--- src/rtl/field_serializer_if.sv ---
// Handshake bundle for field_serializer: parallel decoded-field lanes in,
// one serialized field (valid/ready) out.
interface field_serializer_if #(
    parameter int num_decoders     = 4,
    parameter int beat_width       = 64,
    parameter int max_message_size = 10,
    parameter int messageID_size   = 21
);
    localparam int IDX_W   = $clog2(max_message_size);
    localparam int FIELD_W = 2 + messageID_size + IDX_W + beat_width;

    logic [FIELD_W-1:0]        in_fields [0:num_decoders-1];
    logic                      in_ready;
    logic                      out_valid;
    logic                      out_ready;
    logic [messageID_size-1:0] out_msg_id;
    logic [IDX_W-1:0]          out_idx;
    logic [beat_width-1:0]     out_data;
    logic                      out_last;

    modport master (
        output in_fields, out_ready,
        input  in_ready, out_valid, out_msg_id, out_idx, out_data, out_last
    );

    modport slave (
        input  in_fields, out_ready,
        output in_ready, out_valid, out_msg_id, out_idx, out_data, out_last
    );
endinterface

--- src/rtl/field_serializer.sv ---
// Compacts up to num_decoders valid field lanes per cycle into a circular buffer
// and serializes them one per handshake, checking message index sequencing on pop.
module field_serializer #(
    parameter int num_decoders     = 4,
    parameter int beat_width       = 64,
    parameter int max_message_size = 10,
    parameter int messageID_size   = 21
) (
    input  logic        clk,
    input  logic        rstn,
    field_serializer_if.slave bus,
    output logic        seq_err,
    output logic [31:0] fields_out_cnt,
    output logic [15:0] msgs_out_cnt
);
    localparam int IDX_W   = $clog2(max_message_size);
    localparam int FIELD_W = 2 + messageID_size + IDX_W + beat_width;
    localparam int ENTRY_W = FIELD_W - 1;  // stored entry drops the valid bit
    localparam int DEPTH   = 2 * num_decoders;
    localparam int PTR_W   = $clog2(DEPTH);
    localparam int CNT_W   = $clog2(DEPTH + 1);

    logic [ENTRY_W-1:0]        mem [DEPTH];
    logic [PTR_W-1:0]          wr_ptr, rd_ptr, wr_ptr_next, rd_ptr_next;
    logic [CNT_W-1:0]          count, count_next, push_cnt;
    logic [PTR_W-1:0]          slot [num_decoders];
    logic [IDX_W-1:0]          exp_idx;
    logic [messageID_size-1:0] cur_id;
    logic                      pop, seq_bad;

    logic [ENTRY_W-1:0]        head;
    logic [messageID_size-1:0] head_msg_id;
    logic [IDX_W-1:0]          head_idx;
    logic                      head_last;

    assign head        = mem[rd_ptr];
    assign head_last   = head[ENTRY_W-1];
    assign head_msg_id = head[beat_width+IDX_W +: messageID_size];
    assign head_idx    = head[beat_width +: IDX_W];

    assign bus.in_ready   = (count <= CNT_W'(num_decoders));
    assign bus.out_valid  = (count != '0);
    assign bus.out_msg_id = head_msg_id;
    assign bus.out_idx    = head_idx;
    assign bus.out_data   = head[beat_width-1:0];
    assign bus.out_last   = head_last;

    assign pop         = bus.out_valid && bus.out_ready;
    assign rd_ptr_next = (rd_ptr == PTR_W'(DEPTH - 1)) ? '0 : rd_ptr + PTR_W'(1);
    assign count_next  = count + push_cnt - CNT_W'(pop);

    // Each valid lane lands at wr_ptr plus the number of valid lanes below it.
    always_comb begin
        int pos;
        // NOTE: every combinational output gets a default first so no path infers a latch.
        pos      = int'(wr_ptr);
        push_cnt = '0;
        for (int lane = 0; lane < num_decoders; lane++) begin
            slot[lane] = pos[PTR_W-1:0];
            if (bus.in_ready && bus.in_fields[lane][FIELD_W-1]) begin
                push_cnt = push_cnt + CNT_W'(1);
                pos      = (pos == DEPTH - 1) ? 0 : pos + 1;
            end
        end
        wr_ptr_next = pos[PTR_W-1:0];
    end

    always_comb begin
        seq_bad = 1'b0;
        if (exp_idx == '0) begin
            seq_bad = (head_idx != '0);
        end else begin
            seq_bad = (head_msg_id != cur_id) || (head_idx != exp_idx);
        end
        if (int'(head_idx) >= max_message_size) begin
            seq_bad = 1'b1;
        end
    end

    // NOTE: storage carries no reset; count gates every read, so stale entries are never seen.
    always_ff @(posedge clk) begin
        for (int lane = 0; lane < num_decoders; lane++) begin
            if (bus.in_ready && bus.in_fields[lane][FIELD_W-1]) begin
                mem[slot[lane]] <= bus.in_fields[lane][ENTRY_W-1:0];
            end
        end
    end

    // NOTE: sequential state uses non-blocking assignments so all registers update together.
    always_ff @(posedge clk or negedge rstn) begin
        if (!rstn) begin
            wr_ptr         <= '0;
            rd_ptr         <= '0;
            count          <= '0;
            exp_idx        <= '0;
            cur_id         <= '0;
            seq_err        <= 1'b0;
            fields_out_cnt <= '0;
            msgs_out_cnt   <= '0;
        end else begin
            wr_ptr <= wr_ptr_next;
            count  <= count_next;
            if (pop) begin
                rd_ptr         <= rd_ptr_next;
                fields_out_cnt <= fields_out_cnt + 32'd1;
                if (head_last) begin
                    msgs_out_cnt <= msgs_out_cnt + 16'd1;
                end
                if (exp_idx == '0) begin
                    cur_id <= head_msg_id;
                end
                exp_idx <= head_last ? '0 : exp_idx + IDX_W'(1);
                if (seq_bad) begin
                    seq_err <= 1'b1;  // sticky until reset; data keeps flowing
                end
            end
        end
    end
endmodule
--- src/flat_wrapper.sv ---
// flat-port wrapper written by rule: the top's interface ports become plain ports
module field_serializer_flat 
#(
    parameter int num_decoders     = 4,
    parameter int beat_width       = 64,
    parameter int max_message_size = 10,
    parameter int messageID_size   = 21
)
  (clk, rstn, seq_err, fields_out_cnt, msgs_out_cnt, bus_in_fields, bus_out_ready, bus_in_ready, bus_out_valid, bus_out_msg_id, bus_out_idx, bus_out_data, bus_out_last);
  field_serializer_if #(.num_decoders(num_decoders), .beat_width(beat_width), .max_message_size(max_message_size), .messageID_size(messageID_size)) bus_i ();
  input  logic clk;
  input  logic rstn;
  output logic seq_err;
  output logic [31:0] fields_out_cnt;
  output logic [15:0] msgs_out_cnt;
  input wire logic [$bits(bus_i.in_fields)-1:0] bus_in_fields;
  input wire logic [$bits(bus_i.out_ready)-1:0] bus_out_ready;
  output wire logic [$bits(bus_i.in_ready)-1:0] bus_in_ready;
  output wire logic [$bits(bus_i.out_valid)-1:0] bus_out_valid;
  output wire logic [$bits(bus_i.out_msg_id)-1:0] bus_out_msg_id;
  output wire logic [$bits(bus_i.out_idx)-1:0] bus_out_idx;
  output wire logic [$bits(bus_i.out_data)-1:0] bus_out_data;
  output wire logic [$bits(bus_i.out_last)-1:0] bus_out_last;
  assign bus_i.in_fields = {>>{bus_in_fields}};
  assign bus_i.out_ready = bus_out_ready;
  assign bus_in_ready = bus_i.in_ready;
  assign bus_out_valid = bus_i.out_valid;
  assign bus_out_msg_id = bus_i.out_msg_id;
  assign bus_out_idx = bus_i.out_idx;
  assign bus_out_data = bus_i.out_data;
  assign bus_out_last = bus_i.out_last;
  field_serializer #(.num_decoders(num_decoders), .beat_width(beat_width), .max_message_size(max_message_size), .messageID_size(messageID_size)) u_core (.clk(clk), .rstn(rstn), .bus(bus_i), .seq_err(seq_err), .fields_out_cnt(fields_out_cnt), .msgs_out_cnt(msgs_out_cnt));
endmodule
--- config.mk ---
export PLATFORM = sky130hd
export DESIGN_NAME = field_serializer_flat
export DESIGN_NICKNAME = d
export VERILOG_FILES = /design/src/rtl/field_serializer_if.sv /design/src/rtl/field_serializer.sv /design/src/flat_wrapper.sv
export SDC_FILE = /design/constraint.sdc
export NUM_CORES = 2
export LEC_CHECK = 0
export ABC_AREA = 1
export CAP_MARGIN = 5
export CORE_MARGIN = 2
export CORE_UTILIZATION = 26
export CTS_CLUSTER_SIZE = 16
export DETAILED_ROUTE_END_ITERATION = 10
export SETUP_SLACK_MARGIN = 0.1
export SYNTH_ARGS = -nofsm -noshare
export SYNTH_HDL_FRONTEND = slang
export SYNTH_SLANG_ARGS = --single-unit
--- constraint.sdc ---
create_clock -name clk -period 7.7 [get_ports clk]
set_input_delay 0.77 -clock clk [delete_from_list [all_inputs] [get_ports clk]]
set_output_delay 0.77 -clock clk [all_outputs]
set_load 0.1 [all_outputs]
Yosys cells after proc, flatten, opt, wreduce, memory -nomap -nowiden
Memory sizes are Yosys's and may differ from the RTL's.
Index checks and enable logic that the tools add are counted.

cells by class
  multiplexer cells = 24
  magnitude comparators = 2
  reduce and logical (&&, ||, !) cells = 12
  add/subtract/negate cells = 13
  equal/unequal tests = 7

operators by type and width
  cell                                                 number
  2-to-1 mux 32 bit                                    6
  == test 32 x 4 -> 1 bit, second input constant       3
  adder 32 x 2 -> 32 bit, second input constant        2
  adder 32 x 1 -> 32 bit, second input constant        1
  inequality test 21 bit                               1
  adder 16 x 1 -> 16 bit, second input constant        1
  2-to-1 mux 4 bit                                     4
  adder 4 x 1 -> 4 bit, second input constant          3
  2-to-1 mux 1 bit                                     11
  2-to-1 mux 3 bit                                     3
  nonzero test 4 bit                                   2
  AND reduction 2 bit                                  3
  logical AND 1 bit                                    5
  adder 3 x 1 -> 4 bit, second input constant          1
  adder 4 bit                                          1
  >= comparator 4 bit, second input constant           1
  <= comparator 4 x 3 -> 1 bit, second input constant  1
  zero test 4 bit                                      1
  inequality test 4 bit                                1
  subtractor 4 x 1 -> 4 bit                            1
  adder 3 x 1 -> 3 bit, second input constant          1
  adder 3 x 2 -> 3 bit, second input constant          1
  == test 3 x 1 -> 1 bit, second input constant        1
  == test 3 bit, second input constant                 1
  2 further kinds                                      2

storage, ports and cells
  memories kept = 1
  output and inout bits = 141
  memory bits (writable) = 720
  logic and storage cells = 67
  bits of input ports = 367
  flip-flop bits (word level) = 84

memory list
  name        words  bits a word  read ports  clocked after memory_dff  write ports  line                    text
  u_core.mem  8      90           1           0                         4            field_serializer.sv:23  logic [ENTRY_W-1:0] mem [DEPTH];

Logic depth before layout (Yosys ltp)
  depth after elaboration = 12
  depth in mapped cells = 22
  depth with buffers taken out = 20

Least setup slack after synthesis
Ideal clock, no wire load.

  kind = register to register
  from = reg u_core.count[0]
  to = mem u_core.mem[2][0] (netlist bit), enable pin
  setup slack = 1,592 ps
  path buffers = 2
  stages on the path, launching flop included = 19
  arrival = 5,019 ps
  data required time = 6,611 ps
  clock period less this slack = 6,108 ps
  library setup time = 1,089 ps
  path through = dfrtp_1 nor2_2 nor2_2 nor2_8 nand2_4 nand2_1 nand2_1 inv_1 ha_1 nand2_1 nand2_1 ha_1 nand2_1 a21boi_2 nor2_1 buf_2 nand2_2 clkbuf_1 nand3_1

RTL lines
  item                    line                     text
  start, declared         field_serializer.sv:25   logic [CNT_W-1:0] count, count_next, push_cnt;
  start signal, assigned  field_serializer.sv:102  count <= count_next;
  end, declared           field_serializer.sv:23

==> qor.csv <==
metric;value;unit
run status;finished, final reports clean;
CP required;8.10;ns
main area contributors after synthesis;edfxtp_1 (34%), nand2_1 (34%), nand3_1 (11%);
register share of total power;0.227;
register area share after synthesis;0.375;
Core ar.;0.243;mm^2
peak supply drop;0.761;mV
Initial DRC Count;9927;
max_cap viols;0;
Yosys cell types;38;
RSZ-0062 raised after global routing;false;
CP bufs+invs;5;
Placed Cells;13100;
pins over their slew limit;0;
Cell Chain, Critical Path;clkdlybuf4s50_1 -> inv_1 -> nor2_4 -> nand2_1 -> nand2_1 -> inv_1 -> ha_1 -> nand2_1 -> nand2_1 -> ha_1 -> nand2_1 -> a21boi_2 -> inv_2 -> nor2_4 -> nand2_4 -> nand3_4 -> buf_12;
# DRC;0;
first-pass GRT wire length;458000;um
final core occ;0.300;
switching share of total power;0.581;
fmax;0.167;GHz
crit end category;flop;
final period utilization;0.776;
via count;70000;
largest net degree at the start of global routing;191;
Mapped Cells;10400;
Total GRT Usage;0.249;
setup violators final;0;
Die Area;0.247;mm^2
die width;497;um
worst-skew pair later-pin latency;0.79;ns
Synth Register Bits;804;
commonest non-fill, non-tap cell in the layout;nand2_1;
startpoint types;primary input;
DP HPWL;197000;um
cell family with most CP delay;simple AND/OR/NAND/NOR gates;
Site Rows;181;
Mean Syn Cell Area;6.09;um^2
TritonRoute pass-1 iters;8;
leakage;34.9;nW
Hold Crit Class;reg2reg;
most used cell, CP;nand2_1;
post-route minimum period;5.98;ns
vias in the first global route;62900;
via/cell ratio;5.23;
Comb pwr share;0.625;
CTS clk-pin slew, worst paths;0.06;ns
initial antenna violation count;68;
Post-synth top flop;edfxtp_1;
Starting Density;0.261;
CTS resizes;0;
wire length per cell;24.0;um
CTS Hold Buffers Added;1;
number of H-tree levels;3;
P_int;13.8;mW
CP peak stage delay;0.81;ns
Non-Filler Instances;13400;
Post-Route Setup TNS;0;ns
slew margin rel.;0.0471;
number of synthesized flops with an enable pin;720;
Crit Path Class;in2reg;
Post-Route WL;321000;um
Die H;497;um
Setup Buffers After CTS;0;
# fillers;26500;
layout cell share with drive strength beyond 1;0.0351;
post-synth top area share;0.342;
Arr. time, crit path;6.38;ns
CTS tree;done;
number of clock sinks seen by CTS;804;
most frequent cells in the layout;nand2_1 (5671), nand3_1 (1407), edfxtp_1 (720);
GPL Wtd Cong;0.873;
GRT overflow;0;
clk root buf;clkbuf_16;
Clock power frac;0.148;
asr flop ratio synth;0.104;
Worst Path Max Fanout;54;
IO Pins;508;
slowest stage cell, crit path;nand3_4;
power density over the cells;453;mW/mm^2
Fin. Hold Viols;0;
Clock Skews;0.0512;ns
layout net count;10400;
area leader, netlist;edfxtp_1;
synthesized area;0.0633;mm^2
Ys Warns;0;
syn nets;10800;
Slew @ Worst Pin;1.43;ns
area delta synth->final;15.0;%
antenna viol nets, final;0;
Clock Path Buffers;3;
Switching Power;19.2;mW
CTS buffer count;104;
PortBufs;507;
cells in the mapped netlist (5+ instances only):
| cell type | number |
|---|---|
| clkbuf_2 | 180 |
| nand4_1 | 13 |
| edfxtp_1 | 720 |
| buf_1 | 119 |
| xor2_1 | 31 |
| nand3_1 | 1416 |
| buf_4 | 12 |
| o21ai_0 | 301 |
| inv_2 | 7 |
| nand2_2 | 5 |
| o22ai_1 | 64 |
| dfrtp_1 | 84 |
| nor2_1 | 552 |
| clkbuf_1 | 645 |
| buf_2 | 137 |
| inv_1 | 241 |
| xnor2_1 | 22 |
| nor4_1 | 6 |
| nand2_1 | 5691 |
| nor3_1 | 17 |
| a31oi_1 | 70 |
| ha_1 | 20 |
| nand3b_1 | 13 |
through the flow:
stage                     area [um^2]  setup WS (ns)  power, mW  hold slack (ns)
after global routing            72800           1.58       34.4            0.480
after global placement          69400           1.12       27.7            0.448
final                           72800           1.72       33.0            0.464
after detailed placement        69400           1.12       27.8            0.463
after CTS                       72700           1.82       32.7            0.454
after floorplan                 63300           1.59       20.8            0.466
area by class of cell:
cell class / count / area [um^2] / area share
Antenna cell: 41 / 103 / 0.00141
Clock buffer: 133 / 2790 / 0.0383
Clock inverter: 58 / 513 / 0.00704
Inverter: 249 / 960 / 0.0132
Multi-Input combinational cell: 8244 / 34500 / 0.474
Sequential cell: 804 / 23700 / 0.326
Tap cell: 3202 / 4010 / 0.0550
Timing Repair Buffer: 635 / 6200 / 0.0851
sequential cells by signal, summed over array words and instances, names as in the netlist:
signal / flops
u_core.wr_ptr: 3
u_core.exp_idx: 4
u_core.fields_out_cnt: 32
u_core.cur_id: 21
u_core.msgs_out_cnt: 16
u_core.mem: 720
u_core.count: 4
u_core.rd_ptr: 3
u_core.seq_err: 1
power by group through the flow:
stage / clock network (mW) / logic, mW / registers [mW]
finish: 4.90 / 20.6 / 7.48
global route: 5.09 / 21.8 / 7.60
CTS: 4.93 / 20.3 / 7.46
detailed placement: 0 / 20.3 / 7.54
global placement: 0 / 20.2 / 7.52
floorplan: 0 / 13.0 / 7.79
worst paths after layout:
kind | slack (ns) | depth (start not counted) | startpoint | endpoint
max reg2reg | 1.93 | 17 | u_core.count[1]$_DFF_PN0_ | u_core.mem[0][27]$_DFFE_PP_
max | 1.72 | 17 | bus_in_fields[363] | u_core.mem[0][27]$_DFFE_PP_
min | 0.46 | 1 | u_core.fields_out_cnt[31]$_DFFE_PN0P_ | u_core.fields_out_cnt[31]$_DFFE_PN0P_
max in group asynchronous | 5.99 | 3 | rstn | u_core.rd_ptr[1]$_DFFE_PN0P_
min in group asynchronous | 0.49 | 2 | rstn | u_core.fields_out_cnt[10]$_DFFE_PN0P_
min reg2reg | 0.46 | 1 | u_core.fields_out_cnt[31]$_DFFE_PN0P_ | u_core.fields_out_cnt[31]$_DFFE_PN0P_
routing by layer:
layer	up-vias	routed length (um)	part of all wire	global-route usage
li1	32100	-	-	-
met1	32000	129000	0.40	0.334
met2	4920	139000	0.43	0.377
met3	863	36000	0.11	0.0508
met4	16	16800	0.052	0.132
met5	-	90	0.00028	0
logic make-up (layout without fill, tap and decap cells):
group,after synthesis,count (layout),share of synthesized area
compound gates,447,447,0.0384
mux,1,1,0.000158
buf+inv,1342,1075,0.0865
other cells,0,41,0
xor+xnor,53,53,0.00733
simple gates,7722,7722,0.489
fa+ha+maj,21,21,0.00427
flops,804,804,0.375
worst reg2reg max path, cell delays in order, from the launching register on:
cell      delay [ns]
dfrtp_1         0.40
nor2_2          0.16
o21ai_1         0.13
nor2_4          0.22
nand2_1         0.10
nand2_1         0.27
inv_1           0.09
ha_1            0.29
nand2_1         0.07
nand2_1         0.18
ha_1            0.36
nand2_1         0.07
a21boi_2        0.33
inv_2           0.13
nor2_4          0.58
nand2_4         0.64
nand3_4         0.84
buf_12          0.46
No activity file was read; power rests on OpenSTA's default activity.
